`src/rtl/sub_serial4_pkg.sv`:
```
// Shared definitions for the bit-serial subtractor: FSM state encodings and
// the bit-counter width helper.
package sub_serial_defs;

    typedef enum logic [1:0] {
        IDLE  = 2'b00,
        SHIFT = 2'b01,
        DONE  = 2'b10
    } state_t;

    // Counter must be able to hold WIDTH itself, hence the +1.
    function automatic int cnt_width(input int width);
        return $clog2(width + 1);
    endfunction

endpackage

```
`src/rtl/sub_serial4_full_sub.sv`:
```
// Single-bit full subtractor cell (dual of the full-adder cell): D = A - B - Bin.
module full_sub (
    input  logic A,
    input  logic B,
    input  logic Bin,
    output logic D,
    output logic Bout
);

    assign D    = A ^ B ^ Bin;
    assign Bout = (~A & B) | (~(A ^ B) & Bin);

endmodule

```
`src/rtl/sub_serial4.sv`:
```
// Bit-serial unsigned subtractor D = A - B, LSB first, one full_sub per clock.
// Optional signed-overflow output OVF is compiled in with SUB_SERIAL_OVF_EN.
module sub_serial4
    import sub_serial_defs::*;
#(
    parameter int WIDTH = 4
) (
    input  logic             clock,
    input  logic             reset,
    input  logic             start,
    input  logic [WIDTH-1:0] A,
    input  logic [WIDTH-1:0] B,
    output logic             busy,
    output logic             done,
    output logic [WIDTH-1:0] D,
    output logic             Bout,
`ifdef SUB_SERIAL_OVF_EN
    output logic             OVF,
`endif
    output state_t           state_dbg
);

    // Handshake: start is a request sampled only while busy = 0 (IDLE or the
    // DONE cycle); the accepting edge captures A/B. done is a one-cycle pulse
    // and D/Bout/OVF stay valid from then until the next completion.

    localparam int             CW   = cnt_width(WIDTH);
    localparam logic [CW-1:0]  LAST = CW'(WIDTH - 1);

    state_t           state_q;
    logic [WIDTH-1:0] a_sh;
    logic [WIDTH-1:0] b_sh;
    // Holds the first WIDTH-1 difference bits; the last bit joins it on completion.
    logic [WIDTH-2:0] res_sh;
    logic             borrow;
    logic [CW-1:0]    cnt;
    logic             cell_d;
    logic             cell_b;
`ifdef SUB_SERIAL_OVF_EN
    logic             ovf_q;
`endif

    full_sub u_cell (
        .A    (a_sh[0]),
        .B    (b_sh[0]),
        .Bin  (borrow),
        .D    (cell_d),
        .Bout (cell_b)
    );

    always_ff @(posedge clock or posedge reset) begin
        if (reset) begin
            state_q <= IDLE;
            busy    <= 1'b0;
            done    <= 1'b0;
            D       <= '0;
            Bout    <= 1'b0;
            a_sh    <= '0;
            b_sh    <= '0;
            res_sh  <= '0;
            borrow  <= 1'b0;
            cnt     <= '0;
`ifdef SUB_SERIAL_OVF_EN
            ovf_q   <= 1'b0;
`endif
        end else begin
            done <= 1'b0;
            case (state_q)
                IDLE, DONE: begin
                    if (start) begin
                        a_sh    <= A;
                        b_sh    <= B;
                        borrow  <= 1'b0;
                        cnt     <= '0;
                        busy    <= 1'b1;
                        state_q <= SHIFT;
                    end else begin
                        state_q <= IDLE;
                    end
                end
                SHIFT: begin
                    a_sh   <= a_sh >> 1;
                    b_sh   <= b_sh >> 1;
                    res_sh <= (WIDTH-1)'({cell_d, res_sh} >> 1);
                    borrow <= cell_b;
                    cnt    <= cnt + 1'b1;
                    if (cnt == LAST) begin
                        D       <= {cell_d, res_sh};
                        Bout    <= cell_b;
`ifdef SUB_SERIAL_OVF_EN
                        // On the last bit the cell sees the operand MSBs and produces D's MSB.
                        ovf_q   <= (a_sh[0] ^ b_sh[0]) & (a_sh[0] ^ cell_d);
`endif
                        busy    <= 1'b0;
                        done    <= 1'b1;
                        state_q <= DONE;
                    end
                end
                default: begin
                    busy    <= 1'b0;
                    state_q <= IDLE;
                end
            endcase
        end
    end

`ifdef SUB_SERIAL_OVF_EN
    assign OVF = ovf_q;
`endif

    assign state_dbg = state_q;

endmodule

```
`config.mk`:
```
export PLATFORM = sky130hd
export DESIGN_NAME = sub_serial4
export DESIGN_NICKNAME = d
export VERILOG_FILES = /design/src/rtl/sub_serial4_pkg.sv /design/src/rtl/sub_serial4_full_sub.sv /design/src/rtl/sub_serial4.sv
export SDC_FILE = /design/constraint.sdc
export NUM_CORES = 1
export LEC_CHECK = 0
export ABC_AREA = 1
export CORE_UTILIZATION = 55
export DETAILED_ROUTE_END_ITERATION = 12
export PLACE_DENSITY = 0.93
export SLEW_MARGIN = 20
export SYNTH_ARGS = -nofsm -noshare
export SYNTH_HDL_FRONTEND = slang
export SYNTH_SLANG_ARGS = --single-unit
```
`constraint.sdc`:
```
create_clock -name clock -period 3.15 [get_ports clock]
set_input_delay 0.4725 -clock clock [delete_from_list [all_inputs] [get_ports clock]]
set_output_delay 0.4725 -clock clock [all_outputs]
set_load 0.02 [all_outputs]
```
==> impl_metrics.env <==
export IMPL_status="finished, final reports clean"
export IMPL_clock_sinks=24
export IMPL_std_cell_rows=16
export IMPL_grtUsageMet1=0.248
export IMPL_die_x_um=47.8
export IMPL_pin_count=20
export IMPL_synth_area_leader_cell="dfrtp_1"
export IMPL_netlist_top_cells_count="nand2_1 (36), dfrtp_1 (24), inv_1 (22), nand3_1 (11), o21ai_2 (7)"
export IMPL_clock_latency_ns=0.33
export IMPL_path_clk_slew_ns=0.12
export IMPL_period_share=0.667
export IMPL_regArea_um2=601
export IMPL_synth_cell_types=18
export IMPL_grt_busiest_layer="met2"
export IMPL_synthTopCellsByArea="dfrtp_1 (52%), nand2_1 (12%), inv_1 (7.2%)"
export IMPL_die_h_um=47.8
export IMPL_crit_family="buffers and inverters"
export IMPL_cts_tree="built"
export IMPL_required_ns=2.68
export IMPL_crit_arrival_ns=1.63
export IMPL_hp_class="reg -> reg"
export IMPL_drt_pass1_iterations=4
export IMPL_antenna_left=0
export IMPL_max_slew_margin=0.410
export IMPL_htreeDepth=1
export IMPL_grt_max_degree=25
export IMPL_netlist_instances=125
export IMPL_die_area_um2=2280
export IMPL_n_fill_cell=168
export IMPL_ys_warn_count=0
export IMPL_drc_errors=0
export IMPL_path_buf_inv=1
export IMPL_synth_seq_cells=24
export IMPL_startpoint_type="flip-flop"
export IMPL_dr_first_iter_drc_count=15
export IMPL_final_cells=171
export IMPL_hold_ws_ns=0.495
export IMPL_hold_buffers=0
export IMPL_overflow=0
export IMPL_dpl_cell_count=167
export IMPL_syn2layout_area_growth_pct=20.1
export IMPL_antenna_found_initial=0
export IMPL_hpwl_mm=1.49
export IMPL_hp_start="cnt[1]"
export IMPL_grt_pass1_wl_mm=3.12
export IMPL_cts_repair_resized=0
export IMPL_design_area_um2=1380
export IMPL_multi_input_area_um2=409
export IMPL_clockBufferDepth=2
export IMPL_grt_pass1_vias=761
export IMPL_synth_most_common_cell="nand2_1"
export IMPL_utilization=0.705
export IMPL_met3_usage=0.0340
export IMPL_wire_per_inst_um=11.3
export IMPL_slowest_delay_ns=0.69
export IMPL_critPathSlowestCell="clkdlybuf4s50_1"
export IMPL_synth_edff_count=0
export IMPL_cp_end_kind="output port"
export IMPL_fmax_mhz=476
export IMPL_async_flop_share=1.00
export IMPL_synth_seq_area_share=0.522
export IMPL_ir_worst_vdd_mv=0.588
export IMPL_synthFlopType="dfrtp_1"
export IMPL_setup_viol=0
export IMPL_post_cts_buffers=0
export IMPL_initial_core_util=0.587
export IMPL_clockRootBuffer="clkbuf_4"
export IMPL_fin_worst_skew_ns=0.0134
export IMPL_cp_cell_sequence="clkdlybuf4s50_1"
export IMPL_nets=159
export IMPL_hold_viol=0
export IMPL_io_buffer_count=19
export IMPL_gp_congestion=0.803
export IMPL_detail_route_vias_per_cell=4.88
export IMPL_dr_total_vias=834
export IMPL_placed_cell_area_um2=1330
export IMPL_synth_net_count=139
export IMPL_worstPathMaxFanout=10
export IMPL_grt_use_met2=0.357
export IMPL_drive_gt1_frac=0.153
export IMPL_cts_buffers=3
export IMPL_avgSynthCellArea_um2=9.21
export IMPL_path_class="reg -> out"
export IMPL_diodes=0
export IMPL_grtUsageTotal=0.201
export IMPL_min_period_ns=2.10
export IMPL_worstMarginPinSlew_ns=0.884
export IMPL_pwr_density_cell_nw_per_um2=1090
export IMPL_core_um2=1960
export IMPL_syn_area_um2=1150
export IMPL_r2r_start="cnt[0]"
export IMPL_tns_ns=0
export IMPL_cap_violations=0
export IMPL_netlist_area_leader_share=0.522
export IMPL_postRouteWirelength_mm=1.94
export IMPL_power_leakage_nw=0.722
export IMPL_rsz0062_at_grt="no"
export IMPL_slew_viol_final=0
export IMPL_critical_path_startpoint="state_dbg[0]"
## where the power goes
| group | total, W | switching (W) | leakage, nW | internal (W) |
|---|---|---|---|---|
| logic | 0.000724 | 0.000429 | 0.396 | 0.000295 |
| clock network | 0.000225 | 0.0000957 | 0.0279 | 0.000129 |
| registers | 0.000554 | 0.000101 | 0.297 | 0.000453 |
| total | 0.00150 | 0.000626 | 0.722 | 0.000877 |
## final timing paths
check | slack, ns | cells after the start | end
worst max-delay path | 1.05 | 1 | state_dbg[0]
worst min-delay path | 0.49 | 2 | cnt[1]
worst max register to register | 1.63 | 6 | D[0]
worst min register to register | 0.49 | 2 | cnt[1]
max in group asynchronous | 1.99 | 2 | done
min in group asynchronous | 0.61 | 2 | D[2]
## cell usage in the layout (no fill, tap or decap), types with 2 or more instances in the layout
cell type / Yosys / final
nand2_1: 36 / 36
inv_1: 22 / 22
inv_2: 2 / 2
nand2_4: 2 / 2
o21ai_0: 6 / 6
ha_1: 2 / 2
nand3_1: 11 / 11
o21ai_2: 7 / 7
or2_2: 2 / 2
clkbuf_4: 0 / 3
dfrtp_1: 24 / 24
clkdlybuf4s50_1: 0 / 19
## state kept, by name, summed over array words and instances (netlist names)
signal	flops
borrow	1
D	4
Bout	1
done	1
busy	1
state_dbg	2
res_sh	3
cnt	3
a_sh	4
b_sh	4
## layer usage
metal	routed length, µm	vias to the layer above
met5	0	-
met4	28	0
met1	844	388
met2	975	30
met3	91	2
li1	-	414
## through the flow
stage	setup slack [ns]	power (W)
after CTS	1.04	0.00152
after detailed placement	1.41	0.00130
after global routing	0.974	0.00164
after floorplan	1.88	0.00112
final	1.05	0.00150
after global placement	1.45	0.00124
## area by class of cell
| class | instances | area share |
|---|---|---|
| Sequential cell | 24 | 0.434 |
| Clock buffer | 3 | 0.0163 |
| Clock inverter | 1 | 0.0217 |
| Tap cell | 27 | 0.0244 |
| Timing Repair Buffer | 19 | 0.138 |
| Inverter | 25 | 0.0697 |
| Multi-Input combinational cell | 72 | 0.296 |
## cells by family (layout without fill, tap and decap cells)
family,Yosys count,after routing,synth area share
adders and majority gates,3,3,0.0391
and+or+nand+nor,55,55,0.223
DFF,24,24,0.522
buffers and inverters,29,48,0.123
AOI/OAI and AO/OA,14,14,0.0935
Power figures use the tool's default switching activity.
